**config.mk**
```make
export PLATFORM = sky130hd
export DESIGN_NAME = pq_cmd_scheduler
export DESIGN_NICKNAME = d
export VERILOG_FILES = /design/src/rtl/pq_sched_pkg.sv /design/src/rtl/pq_cmd_fifo.sv /design/src/rtl/pq_cmd_scheduler.sv
export SDC_FILE = /design/constraint.sdc
export NUM_CORES = 1
export LEC_CHECK = 0
export CORE_ASPECT_RATIO = 1.1
export CORE_UTILIZATION = 49
export DETAILED_ROUTE_END_ITERATION = 6
export GPL_ROUTABILITY_DRIVEN = 0
export PLACE_DENSITY = 0.75
export SLEW_MARGIN = 20
export SYNTH_ARGS = -nofsm -noshare
export SYNTH_HDL_FRONTEND = slang
export SYNTH_SLANG_ARGS = --single-unit
```
**constraint.sdc**
```tcl
create_clock -name CLK -period 3.58 [get_ports CLK]
set_clock_uncertainty 0.1 [all_clocks]
set_input_delay 0.716 -clock CLK [delete_from_list [all_inputs] [get_ports CLK]]
set_output_delay 0.716 -clock CLK [all_outputs]
set_load 0.03 [all_outputs]
```
**src/rtl/pq_sched_pkg.sv**
```systemverilog
// Shared types for the priority-queue command scheduler: op codes, FSM states
// and the command word carried through the FIFO.
package pq_sched_pkg;
  localparam int PQ_DW = 16;

  typedef enum logic [1:0] {ENQ = 2'd0, DEQ = 2'd1, REPL = 2'd2, RSVD = 2'd3} op_t;
  typedef enum logic [1:0] {IDLE = 2'd0, ISSUE = 2'd1, RESP = 2'd2} state_t;

  typedef struct packed {
    op_t              op;
    logic [PQ_DW-1:0] data;
  } cmd_t;

  localparam int CMD_W = $bits(cmd_t);
endpackage

```
**src/rtl/pq_cmd_fifo.sv**
```systemverilog
// Synchronous command FIFO (power-of-2 depth) with occupancy count, full and empty.
module pq_cmd_fifo
  import pq_sched_pkg::*;
#(
  parameter int DEPTH = 4
) (
  input  logic                     i_clk,
  input  logic                     i_rst,
  input  logic                     i_push,
  input  logic                     i_pop,
  input  logic [CMD_W-1:0]         i_din,
  output logic [CMD_W-1:0]         o_dout,
  output logic                     o_full,
  output logic                     o_empty,
  output logic [$clog2(DEPTH):0]   o_count
);
  localparam int AW = $clog2(DEPTH);

  logic [CMD_W-1:0] r_mem [DEPTH];
  logic [AW-1:0]    r_wp, r_rp;
  logic [AW:0]      r_cnt;
  logic             w_push, w_pop;

  assign o_full  = (r_cnt == (AW+1)'(DEPTH));
  assign o_empty = (r_cnt == '0);
  assign o_count = r_cnt;
  assign o_dout  = r_mem[r_rp];
  assign w_push  = i_push & ~o_full;
  assign w_pop   = i_pop & ~o_empty;

  always_ff @(posedge i_clk) begin
    if (w_push) r_mem[r_wp] <= i_din;
  end

  // Pointers wrap naturally because DEPTH is a power of two.
  always_ff @(posedge i_clk) begin
    if (i_rst) begin
      r_wp  <= '0;
      r_rp  <= '0;
      r_cnt <= '0;
    end else begin
      if (w_push) r_wp <= r_wp + 1'b1;
      if (w_pop)  r_rp <= r_rp + 1'b1;
      case ({w_push, w_pop})
        2'b10:   r_cnt <= r_cnt + 1'b1;
        2'b01:   r_cnt <= r_cnt - 1'b1;
        default: r_cnt <= r_cnt;
      endcase
    end
  end
endmodule

```
**src/rtl/pq_cmd_scheduler.sv**
```systemverilog
// Paces queued ENQ/DEQ/REPL commands onto the BRAM priority-queue tree strobes.
// Define PQ_SCHED_STATS_EN to add issued/rejected saturating counters.
module pq_cmd_scheduler
  import pq_sched_pkg::*;
#(
  parameter int DATA_WIDTH = PQ_DW,
  parameter int CMD_DEPTH  = 4,
  parameter int ISSUE_GAP  = 25
) (
  input  logic                  CLK,
  input  logic                  RST,
  input  logic                  s_valid,
  output logic                  s_ready,
  input  logic [1:0]            s_op,
  input  logic [DATA_WIDTH-1:0] s_data,
  output logic                  r_valid,
  input  logic                  r_ready,
  output logic [DATA_WIDTH-1:0] r_data,
  output logic                  r_err,
  output logic                  t_wrt,
  output logic                  t_read,
  output logic [DATA_WIDTH-1:0] t_data,
  input  logic                  t_full,
  input  logic                  t_empty,
  input  logic [DATA_WIDTH-1:0] t_top,
`ifdef PQ_SCHED_STATS_EN
  output logic [31:0]           o_stat_issued,
  output logic [31:0]           o_stat_rejected,
`endif
  output logic                  o_busy
);
  localparam int GW = $clog2(ISSUE_GAP + 1);
  localparam logic [GW-1:0] GAP_LD = GW'(ISSUE_GAP - 1);

  state_t                   r_state;
  logic [GW-1:0]            r_gap;
  logic                     r_wrt, r_read, r_rvalid, r_rerr;
  logic [DATA_WIDTH-1:0]    r_tdata, r_rdata;
  cmd_t                     w_in, w_head;
  logic [CMD_W-1:0]         w_head_bits;
  logic                     w_full, w_empty, w_go, w_wrt, w_rd;
  logic [$clog2(CMD_DEPTH):0] w_count;

  assign w_in.op   = op_t'(s_op);
  assign w_in.data = s_data;
  assign w_head    = cmd_t'(w_head_bits);

  pq_cmd_fifo #(.DEPTH(CMD_DEPTH)) u_fifo (
    .i_clk   (CLK),
    .i_rst   (RST),
    .i_push  (s_valid & s_ready),
    .i_pop   (w_go),
    .i_din   (w_in),
    .o_dout  (w_head_bits),
    .o_full  (w_full),
    .o_empty (w_empty),
    .o_count (w_count)
  );

  assign w_go = (r_state == IDLE) & ~w_empty & (r_gap == '0) & ~r_rvalid;

  // Strobe decode from the head entry and the tree flags of the decision cycle.
  always_comb begin
    w_wrt = 1'b0;
    w_rd  = 1'b0;
    case (w_head.op)
      ENQ:     w_wrt = ~t_full;
      DEQ:     w_rd  = ~t_empty;
      REPL: begin
        w_wrt = 1'b1;
        w_rd  = ~t_empty;
      end
      default: ;
    endcase
  end

  always_ff @(posedge CLK) begin
    if (RST) begin
      r_state  <= IDLE;
      r_gap    <= '0;
      r_wrt    <= 1'b0;
      r_read   <= 1'b0;
      r_tdata  <= '0;
      r_rvalid <= 1'b0;
      r_rdata  <= '0;
      r_rerr   <= 1'b0;
    end else begin
      r_wrt   <= 1'b0;
      r_read  <= 1'b0;
      r_tdata <= '0;
      if (w_go && (w_wrt || w_rd)) r_gap <= GAP_LD;
      else if (r_gap != '0)        r_gap <= r_gap - 1'b1;
      case (r_state)
        IDLE: if (w_go) begin
          r_state  <= ISSUE;
          r_wrt    <= w_wrt;
          r_read   <= w_rd;
          r_tdata  <= w_wrt ? w_head.data : '0;
          r_rvalid <= 1'b1;
          r_rdata  <= w_rd ? t_top : '0;
          r_rerr   <= ~(w_wrt | w_rd);
        end
        ISSUE, RESP: if (r_ready) begin
          r_state  <= IDLE;
          r_rvalid <= 1'b0;
        end else begin
          r_state  <= RESP;
        end
        default: r_state <= IDLE;
      endcase
    end
  end

`ifdef PQ_SCHED_STATS_EN
  logic [31:0] r_stat_iss, r_stat_rej;
  always_ff @(posedge CLK) begin
    if (RST) begin
      r_stat_iss <= '0;
      r_stat_rej <= '0;
    end else if (w_go) begin
      if ((w_wrt | w_rd) && r_stat_iss != '1)    r_stat_iss <= r_stat_iss + 1'b1;
      if (!(w_wrt | w_rd) && r_stat_rej != '1)   r_stat_rej <= r_stat_rej + 1'b1;
    end
  end
  assign o_stat_issued   = RST ? '0 : r_stat_iss;
  assign o_stat_rejected = RST ? '0 : r_stat_rej;
`endif

  // Every output is forced low while reset is held, not just after the edge.
  assign s_ready = ~RST & ~w_full;
  assign r_valid = ~RST & r_rvalid;
  assign r_data  = RST ? '0 : r_rdata;
  assign r_err   = ~RST & r_rerr;
  assign t_wrt   = ~RST & r_wrt;
  assign t_read  = ~RST & r_read;
  assign t_data  = RST ? '0 : r_tdata;
  assign o_busy  = ~RST & ((w_count != '0) | r_rvalid | (r_gap != '0) | (r_state != IDLE));
endmodule

```
Word level (Yosys, flattened, before mapping)
Memory sizes are Yosys's and may differ from the RTL's. A register that Yosys moved wholly into a read port is not among the register bits.
Cells that the tools add are included.
{"block": "word_totals", "register_bits": 50, "latch_bits": 0, "mem_bits_rw": 72, "rom_bits": 0, "input_bits": 40, "elab_cells": 90, "mem_count": 1}
{"block": "classes", "n_addsub": 5, "multipliers": 0, "div": 0, "order_cmp": 0, "eq_ne": 9, "n_shift": 0, "mux": 18, "n_bitwise": 26, "reduce_logical": 19}
{"name": "u_fifo.r_mem", "words": 4, "word_bits": 18, "read_ports": 1, "rd_ports_with_merged_regs": 1, "write_ports": 1, "line": "pq_cmd_fifo.sv:19", "rtl": "logic [CMD_W-1:0] r_mem [DEPTH];"}
{"cell": "$mux 16", "count": 3}
{"cell": "$and 1x1->1", "count": 12}
{"cell": "$mux 5", "count": 2}
{"cell": "$not 1->1", "count": 10}
{"cell": "$mux 2", "count": 4}
{"cell": "$reduce_bool 2->1", "count": 4}
{"cell": "$eq 2x1->1 const B", "count": 3}
{"cell": "$eq 2x2->1 const B", "count": 3}
{"cell": "$pmux 3 s2", "count": 1}
{"cell": "$reduce_or 2->1", "count": 3}
{"cell": "$logic_not 5->1", "count": 1}
{"cell": "$mux 1", "count": 5}
{"cell": "$reduce_bool 5->1", "count": 1}
{"cell": "$sub 5x1->5 const B", "count": 1}
{"cell": "$add 2x1->2 const B", "count": 2}
{"cell": "$logic_not 2->1", "count": 2}
{"cell": "$or 1x1->1", "count": 4}
{"cell": "$pmux 1 s2", "count": 2}
{"cell": "$pmux 2 s2", "count": 1}
{"cell": "$reduce_or 4->1", "count": 1}
{"cell": "$add 3x1->3 const B", "count": 1}
{"cell": "$eq 3x3->1 const B", "count": 1}
{"cell": "$logic_not 3->1", "count": 1}
{"cell": "$reduce_and 3->1", "count": 1}
{"cell": "8 further kinds", "count": 8}

Logic depth before layout (Yosys ltp)
Gate-level depths: netlist of the first run.
{"block": "depth", "ltp_word": 8, "mapped_depth": 14, "depth_no_buf": 11}

By module
Synthesis of the first run repeated with hierarchy kept, for this count alone.
{"block": "unflattened", "cells_unflattened": 363, "area_unflattened_um2": 5011.1}
{"module": "pq_cmd_fifo", "instances": 1, "cells_each": 148, "area_each_um2": 3114.2, "seq_area_each_um2": 2342.2}
{"module": "pq_cmd_scheduler", "instances": 1, "cells_each": 215, "area_each_um2": 1896.8, "seq_area_each_um2": 860.8}

Least setup slack after synthesis of the first run
OpenSTA, ideal clock, no wires.
{"block": "synth_path", "path_kind": "register to register", "from": "reg r_gap[0]", "to": "reg u_fifo.r_cnt[2] (netlist: u_fifo.o_count[2])", "setup_time_ns": 0.071, "t_arrival_ns": 3.062, "required_ns": 3.409, "path_slack_ns": 0.347, "path_stages_with_launch": 15, "path_cell_list": "dfxtp_1 > inv_1 > ha_1 > or4b_1 > buf_2 > or3_1 > buf_6 > inv_1 > buf_2 > ha_1 > inv_1 > fa_1 > xor2_1 > or3_1 > a21oi_1"}
{"block": "synth_via", "elab_chain_cells": 6, "elab_cells_between_ends": 8}
{"element": "start, declared", "line": "pq_cmd_scheduler.sv:36", "rtl": "logic [GW-1:0] r_gap;"}
{"element": "start signal, assigned", "line": "pq_cmd_scheduler.sv:92", "rtl": "else if (r_gap != '0) r_gap <= r_gap - 1'b1;"}
{"element": "$logic_not 5->1 *", "line": "pq_cmd_scheduler.sv:60", "rtl": "assign w_go = (r_state == IDLE) & ~w_empty & (r_gap == '0) & ~r_rvalid;"}
{"element": "$and 1x1->1 * (2 in series)", "line": "pq_cmd_scheduler.sv:60"}
{"element": "$and 1x1->1 *", "line": "pq_cmd_fifo.sv:29", "rtl": "assign w_pop = i_pop & ~o_empty;"}
{"element": "via u_fifo.w_pop", "line": "pq_cmd_fifo.sv:22", "rtl": "logic w_push, w_pop;"}
{"element": "$eq 2x1->1 or $eq 2x2->1 (tied branches)", "line": "pq_cmd_fifo.sv:44", "rtl": "case ({w_push, w_pop})"}
{"element": "$pmux 3 s2 or $reduce_bool 2->1 (tied branches)"}
{"element": "end signal, assigned", "line": "pq_cmd_fifo.sv:45", "rtl": "2'b10: r_cnt <= r_cnt + 1'b1;"}
{"element": "end signal, assigned", "line": "pq_cmd_fifo.sv:46", "rtl": "2'b01: r_cnt <= r_cnt - 1'b1;"}
{"element": "end signal, assigned", "line": "pq_cmd_fifo.sv:47", "rtl": "default: r_cnt <= r_cnt;"}
{"element": "end, declared", "line": "pq_cmd_fifo.sv:21", "rtl": "logic [AW:0] r_cnt;"}
The timed path passes the listed nets; every way through them passes the cells marked *.
A chain may end at the register's enable or synchronous reset.

Worst setup path in the final report of the first run
{"block": "layout_path", "from": "reg r_gap[0]", "to": "out o_busy"}
{"block": "layout_via", "elab_chain_cells": 4}
{"element": "$reduce_bool 5->1", "line": "pq_cmd_scheduler.sv:137", "rtl": "assign o_busy = ~RST & ((w_count != '0) | r_rvalid | (r_gap != '0) | (r_state != IDLE));"}
{"element": "$or 1x1->1 (2 in series)", "line": "pq_cmd_scheduler.sv:137"}
{"element": "$and 1x1->1", "line": "pq_cmd_scheduler.sv:137"}
{"element": "end, declared", "line": "pq_cmd_scheduler.sv:30", "rtl": "output logic o_busy"}
No other way between the ends.

==> impl_metrics.csv, run 1 <==
group,metric,value,unit
placement,hpwl,5712,µm
route,routedWlPerCell,16.01,µm
floorplan,start_util,50.28,%
job,max-cap-violations,0,
min_path,hold_class,"reg -> reg",
cells_and_area,design_area,6437,µm²
clock_network,cts_setup_buffers,0,
cells_and_area,final_cell_mix,"clkdlybuf4s50_1 (76), edfxtp_1 (72), dfxtp_1 (52)",
logic_synthesis,avgSynthCellArea,14.34,µm²
logic_synthesis,synth_top_family_by_area,"simple AND/OR/NAND/NOR gates",
logic_synthesis,synthTopCellsByArea,"edfxtp_1 (44%), dfxtp_1 (21%), mux4_2 (8.2%)",
worst_setup_path,critPathKind,"reg -> out",
logic_synthesis,synth_top_area_share,43.69,%
route,via_per_inst,5.198,
route,num_vias,2947,
sta,rsz0062_at_grt,"false",
run_status,violations,"DRC",
route,antenna_left,0,
worst_setup_path,start_kind,"flip-flop",
logic_synthesis,synth-xor-area-share,1.239,%
cells_and_area,syn_to_final_growth,30.09,%
clock_network,cts_resized,0,
logic_synthesis,synth_compound_area_share,4.501,%
clock_network,clk_pin_slew_worst_paths,0.06,ns
run_status,status,"finished, violations left",
cells_and_area,post_route_cells_drive_above_1_share,16.11,%
grt,grt_pass1_wl,14920,µm
sta,finalMaxSlewViolations,0,
route,drt_pass1_iterations,7,
cells_and_area,final_nets,487,
sta,period_share,96.39,%
grt,grt_max_degree,42,
route,route.detailed.drc,18,
placement,placed_area,5858,µm²
grt,antenna_found_initial,0,
clock_network,cts_tree,"done",
sta,hold_viol,0,
route,drtIter0Drc,142,
pwr,powerDensity,642.6,nW/µm²
sta,setup_viol,0,
worst_setup_path,worstPathArrival,2.63,ns
cells_and_area,layout.cells.non_filler,567,
floorplan,core_area,9842,µm²
logic_synthesis,yosysSeqAreaShare,64.73,%
logic_synthesis,synth-seq-cells,124,
logic_synthesis,synthDistinctLibCells,37,
sta,max_clock_freq,289.8,MHz
logic_synthesis,synth_edf_count,72,
logic_synthesis,synthAdderAreaFrac,3.439,%
worst_setup_path,rr_worst_depth,11,
grt,grt_pass1_vias,3034,
grt,grt_overflow_total,0,
floorplan,std_cell_rows,38,
clock_network,htreeDepth,4,
floorplan,fp.dieW,97.82,µm
logic_synthesis,synth-simple-area-share,14.08,%
worst_setup_path,end_kind,"output port",
placement,io_buffer_count,77,
logic_synthesis,synthCells,345,
pwr,p_leak,0.002502,µW
clock_network,cts_buffer_depth,2,
worst_setup_path,path_max_fanout,9,
clock_network,cts_made_buffers,17,
floorplan,design.die.area,10510,µm²
floorplan,die_h,107.4,µm
clock_network,cts_hold_buf,0,
sta,min_period,3.451,ns
clock_network,cts_root_buffer,"clkbuf_8",
clock_network,insertion_delay,0.51,ns
logic_synthesis,yosys_warnings,0,
logic_synthesis,ys.flop_type,"edfxtp_1",
route,postRouteWirelength,9075,µm
sta,setup-tns-final,0,ns
sta,worstMarginPinSlew,0.8970,ns
logic_synthesis,syn_area,4948,µm²
logic_synthesis,netlist.top_cell.by_area,"edfxtp_1",
logic_synthesis,async_flop_share,0,%
cells_and_area,antennaDiodeCount,0,
logic_synthesis,yosys-mux-area-fraction,8.597,%
clock_network,cts.sinks,124,
sta,slew_headroom,40.20,%
placement,dpl.cell_count,535,
grt,grt_usage,19.02,%
logic_synthesis,synth_nets,398,
cells_and_area,layout_commonest_cell,"clkdlybuf4s50_1",
pwr,vdd_drop_max,0.3960,mV
floorplan,pin_count,78,
min_path,min_path_cells,2,
worst_setup_path,cp.required,2.76,ns
## synth_stat cells (2+ instances only)
library cell / n
buf_2: 2
xor2_1: 3
dfxtp_1: 52
and3_1: 16
mux2i_1: 2
nor2_1: 17
ha_1: 12
buf_6: 2
o31ai_1: 3
or3b_2: 2
mux4_2: 18
a21o_1: 16
nor2b_1: 38
nor2b_2: 7
a21oi_1: 10
and2_1: 5
or3_1: 4
and2b_1: 6
edfxtp_1: 72
nand2_1: 3
inv_1: 18
nor2b_4: 2
xnor2_1: 4
nor4_1: 2
clkbuf_1: 10
buf_1: 3
nor3_1: 5
nand2b_1: 2
## path summary, 6_finish.rpt
kind	start	end	slack (ns)
worst max register to register	r_gap[0]	u_fifo.o_count[2]	0.39
worst min register to register	r_rerr	r_rerr	0.38
worst max-delay path	r_gap[0]	o_busy	0.13
worst min-delay path	r_rerr	r_rerr	0.38
## registers in the layout (all words and copies together), names as in the netlist, named ones only
signal          count
r_gap               5
r_rdata            16
r_read              1
r_rerr              1
r_rvalid            1
r_state             2
r_tdata            16
r_wrt               1
u_fifo.o_count      3
u_fifo.r_mem       72
u_fifo.r_rp         2
u_fifo.r_wp         2
## cell type report
cell class,instances,area [µm²]
Inverter,18,67.56
Multi-Input combinational cell,185,1577
Clock buffer,18,417.9
Tap cell,120,150.1
Sequential cell,124,3203
Timing Repair Buffer,88,860.8
Fill cell,709,3405
Clock inverter,14,161.4
## routing by layer
metal	wire [µm]	share of wire, %	global-route usage (%)	up-vias
met5	0	0	0	-
met4	88	0.97	6.818	0
met3	531	5.9	5.779	10
met2	4624	51	32.22	83
met1	3830	42	23.12	1449
li1	-	-	-	1405
## logic make-up after synthesis
family / after synthesis
compound gates: 33
xor+xnor: 7
mux: 20
fa+ha+maj: 13
buf+inv: 36
simple gates: 112
flops: 124
## power by group
part	total, µW	internal (µW)	switching, µW
registers	1690	1620	67.4
logic	813	391	422
clock network	1640	1000	634
## stage by stage
step / utilization (%) / hold slack [ns] / setup slack [ns] / total power (µW)
5_1_grt: 65.41 / 0.4494 / 0.003431 / 4343
3_3_place_gp: 59.52 / 0.3674 / 0.5476 / 2500
4_1_cts: 65.41 / 0.3900 / 0.08795 / 4179
3_5_place_dp: 59.52 / 0.3760 / 0.4132 / 2530
6_report: 65.41 / 0.3810 / 0.1293 / 4137
2_1_floorplan: - / 0.3520 / 0.3471 / 2285
## worst max-delay path: stages, from the launching register on
cell	delay (ns)
dfxtp_1	0.32
inv_1	0.10
ha_1	0.19
or4b_1	0.62
nor2_1	0.18
a21oi_1	0.08
clkdlybuf4s50_1	0.63
Power figures use the tool's default switching activity.
==> inputs of run 2 (changes only) <==
--- a/config.mk
+++ b/config.mk
@@ -8,9 +8,7 @@
 export CORE_ASPECT_RATIO = 1.1
 export CORE_UTILIZATION = 49
 export DETAILED_ROUTE_END_ITERATION = 6
-export GPL_ROUTABILITY_DRIVEN = 0
 export PLACE_DENSITY = 0.75
-export SLEW_MARGIN = 20
 export SYNTH_ARGS = -nofsm -noshare
 export SYNTH_HDL_FRONTEND = slang
 export SYNTH_SLANG_ARGS = --single-unit
==> results of run 2 <==
The final DEF is identical to that of run 1; final timing and power are the same.
==> inputs of run 3 (changes only) <==
--- a/config.mk
+++ b/config.mk
@@ -8,7 +8,7 @@
 export CORE_ASPECT_RATIO = 1.1
 export CORE_UTILIZATION = 49
 export DETAILED_ROUTE_END_ITERATION = 6
-export PLACE_DENSITY = 0.75
+export PLACE_DENSITY = 0.74
 export SYNTH_ARGS = -nofsm -noshare
 export SYNTH_HDL_FRONTEND = slang
 export SYNTH_SLANG_ARGS = --single-unit
==> run 3 against run 2 <==
  * The run still ends with DRC left
  * Via count up 0.58%
  * Global-route usage barely moved
  * Count of clock-buffer cells in the layout down 1
  * Final cell count is 0.18% higher
  * Largest power group unchanged
  * Highest routed layer unchanged
==> impl_metrics.csv, run 3 (synthesis results as in run 1) <==
group,metric,value,unit
floorplan,start_util,50.28,%
floorplan,core_area,9842,µm²
worst_setup_path,cp.required,2.76,ns
min_path,min_path_cells,2,
route,drt_pass1_iterations,6,
cells_and_area,fin_util,65.57,%
clock_network,cts.sinks,124,
sta,setup_viol,0,
worst_setup_path,worstPathArrival,2.56,ns
route,num_vias,2964,
placement,hpwl,5754,µm
cells_and_area,largest_register,"u_fifo.r_mem",
placement,dpl.cell_count,536,
placement,place_ws,0.6219,ns
route,postRouteWirelength,9309,µm
sta,worst_slack,0.2020,ns
sta,period_share,94.36,%
sta,rsz0062_at_grt,"false",
sta,setup-tns-final,0,ns
min_path,hold_class,"reg -> reg",
sta,min_period,3.378,ns
cells_and_area,post_route_cells_drive_above_1_share,16.07,%
run_status,violations,"DRC",
job,max-cap-violations,0,
pwr,p_leak,0.002507,µW
cells_and_area,final_nets,488,
floorplan,pin_count,78,
cells_and_area,layout.cells.non_filler,568,
route,drtIter0Drc,149,
cells_and_area,final_cell_mix,"clkdlybuf4s50_1 (76), edfxtp_1 (72), dfxtp_1 (52)",
sta,finalMaxSlewViolations,0,
grt,grt_overflow_total,0,
worst_setup_path,path_max_fanout,8,
cells_and_area,antennaDiodeCount,0,
clock_network,cts_tree,"done",
route,route.detailed.drc,16,
worst_setup_path,start_kind,"flip-flop",
pwr,powerDensity,646.9,nW/µm²
route,via_per_inst,5.218,
floorplan,design.die.area,10510,µm²
route,routedWlPerCell,16.39,µm
clock_network,cts_buffer_depth,2,
clock_network,htreeDepth,4,
floorplan,fp.dieW,97.82,µm
worst_setup_path,critPathKind,"reg -> out",
clock_network,insertion_delay,0.50,ns
clock_network,cts_root_buffer,"clkbuf_8",
clock_network,cts_resized,0,
run_status,status,"finished, violations left",
clock_network,cts_setup_buffers,0,
floorplan,die_h,107.4,µm
grt,grt_pass1_vias,3016,
placement,io_buffer_count,77,
grt,grt_usage,19.02,%
sta,max_clock_freq,296.0,MHz
sta,slew_headroom,38.23,%
cells_and_area,layout_commonest_cell,"clkdlybuf4s50_1",
cells_and_area,reg_top3,"u_fifo.r_mem x72, r_rdata x16, r_tdata x16",
floorplan,std_cell_rows,38,
grt,antenna_found_initial,0,
worst_setup_path,end_kind,"output port",
route,antenna_left,0,
sta,worstMarginPinSlew,0.9266,ns
clock_network,cts_made_buffers,17,
worst_setup_path,rr_worst_depth,11,
grt,grt_pass1_wl,14790,µm
cells_and_area,largest_register_ff_count,72,
pwr,vdd_drop_max,0.4049,mV
cells_and_area,syn_to_final_growth,30.42,%
grt,grt_max_degree,60,
clock_network,cts_hold_buf,0,
placement,gp_congestion,0.7444,
clock_network,clk_pin_slew_worst_paths,0.06,ns
sta,hold_viol,0,
==> run 3: cell count changes in the layout (fill, tap and decap cells not counted), sizes merged <==
cell and delta:
bufinv +1, clkinvlp +1, clkbuf -1, clkinv +3
buf +1, inv -4
==> run 3: stage by stage <==
step	hold WS [ns]	instance area (µm²)	power (µW)
2_1_floorplan	0.3520	4949	2285
3_3_place_gp	0.3748	5866	2510
3_5_place_dp	0.3800	5866	2543
4_1_cts	0.3956	6454	4212
5_1_grt	0.4549	6454	4364
6_report	0.3943	6454	4175
==> run 3: layout make-up <==
| type | instances | area (µm²) |
|---|---|---|
| Fill cell | 695 | 3388 |
| Clock buffer | 17 | 414.1 |
| Tap cell | 120 | 150.1 |
| Multi-Input combinational cell | 185 | 1577 |
| Timing Repair Buffer | 89 | 868.3 |
| Clock inverter | 15 | 173.9 |
| Inverter | 18 | 67.56 |
| Sequential cell | 124 | 3203 |
==> run 3: layer usage <==
layer  global-route usage, %  routed length, µm
met3                   4.610                478
met4                   7.684                 95
met2                   33.84               4936
met1                   22.14               3799
met5                       0                  0
==> run 3: where the power goes <==
group	internal (µW)	leakage [µW]	total (µW)	switching, µW
logic	402	0.00115	824	423
registers	1620	0.00108	1690	72.2
clock network	1060	0.000279	1660	603
==> run 3: worst max-delay path: stages, from the launching register on <==
cell and delay, ns:
dfxtp_1 0.33, inv_1 0.11, ha_1 0.18, or4b_1 0.46
buf_4 0.19, nor2_1 0.11, a21oi_1 0.07, clkdlybuf4s50_1 0.62
==> run 3: worst paths after layout <==
check / startpoint / endpoint / slack [ns]
max reg2reg: r_gap[0] / u_fifo.o_count[2] / 0.59
min: r_rerr / r_rerr / 0.39
max: r_gap[0] / o_busy / 0.20
min reg2reg: r_rerr / r_rerr / 0.39
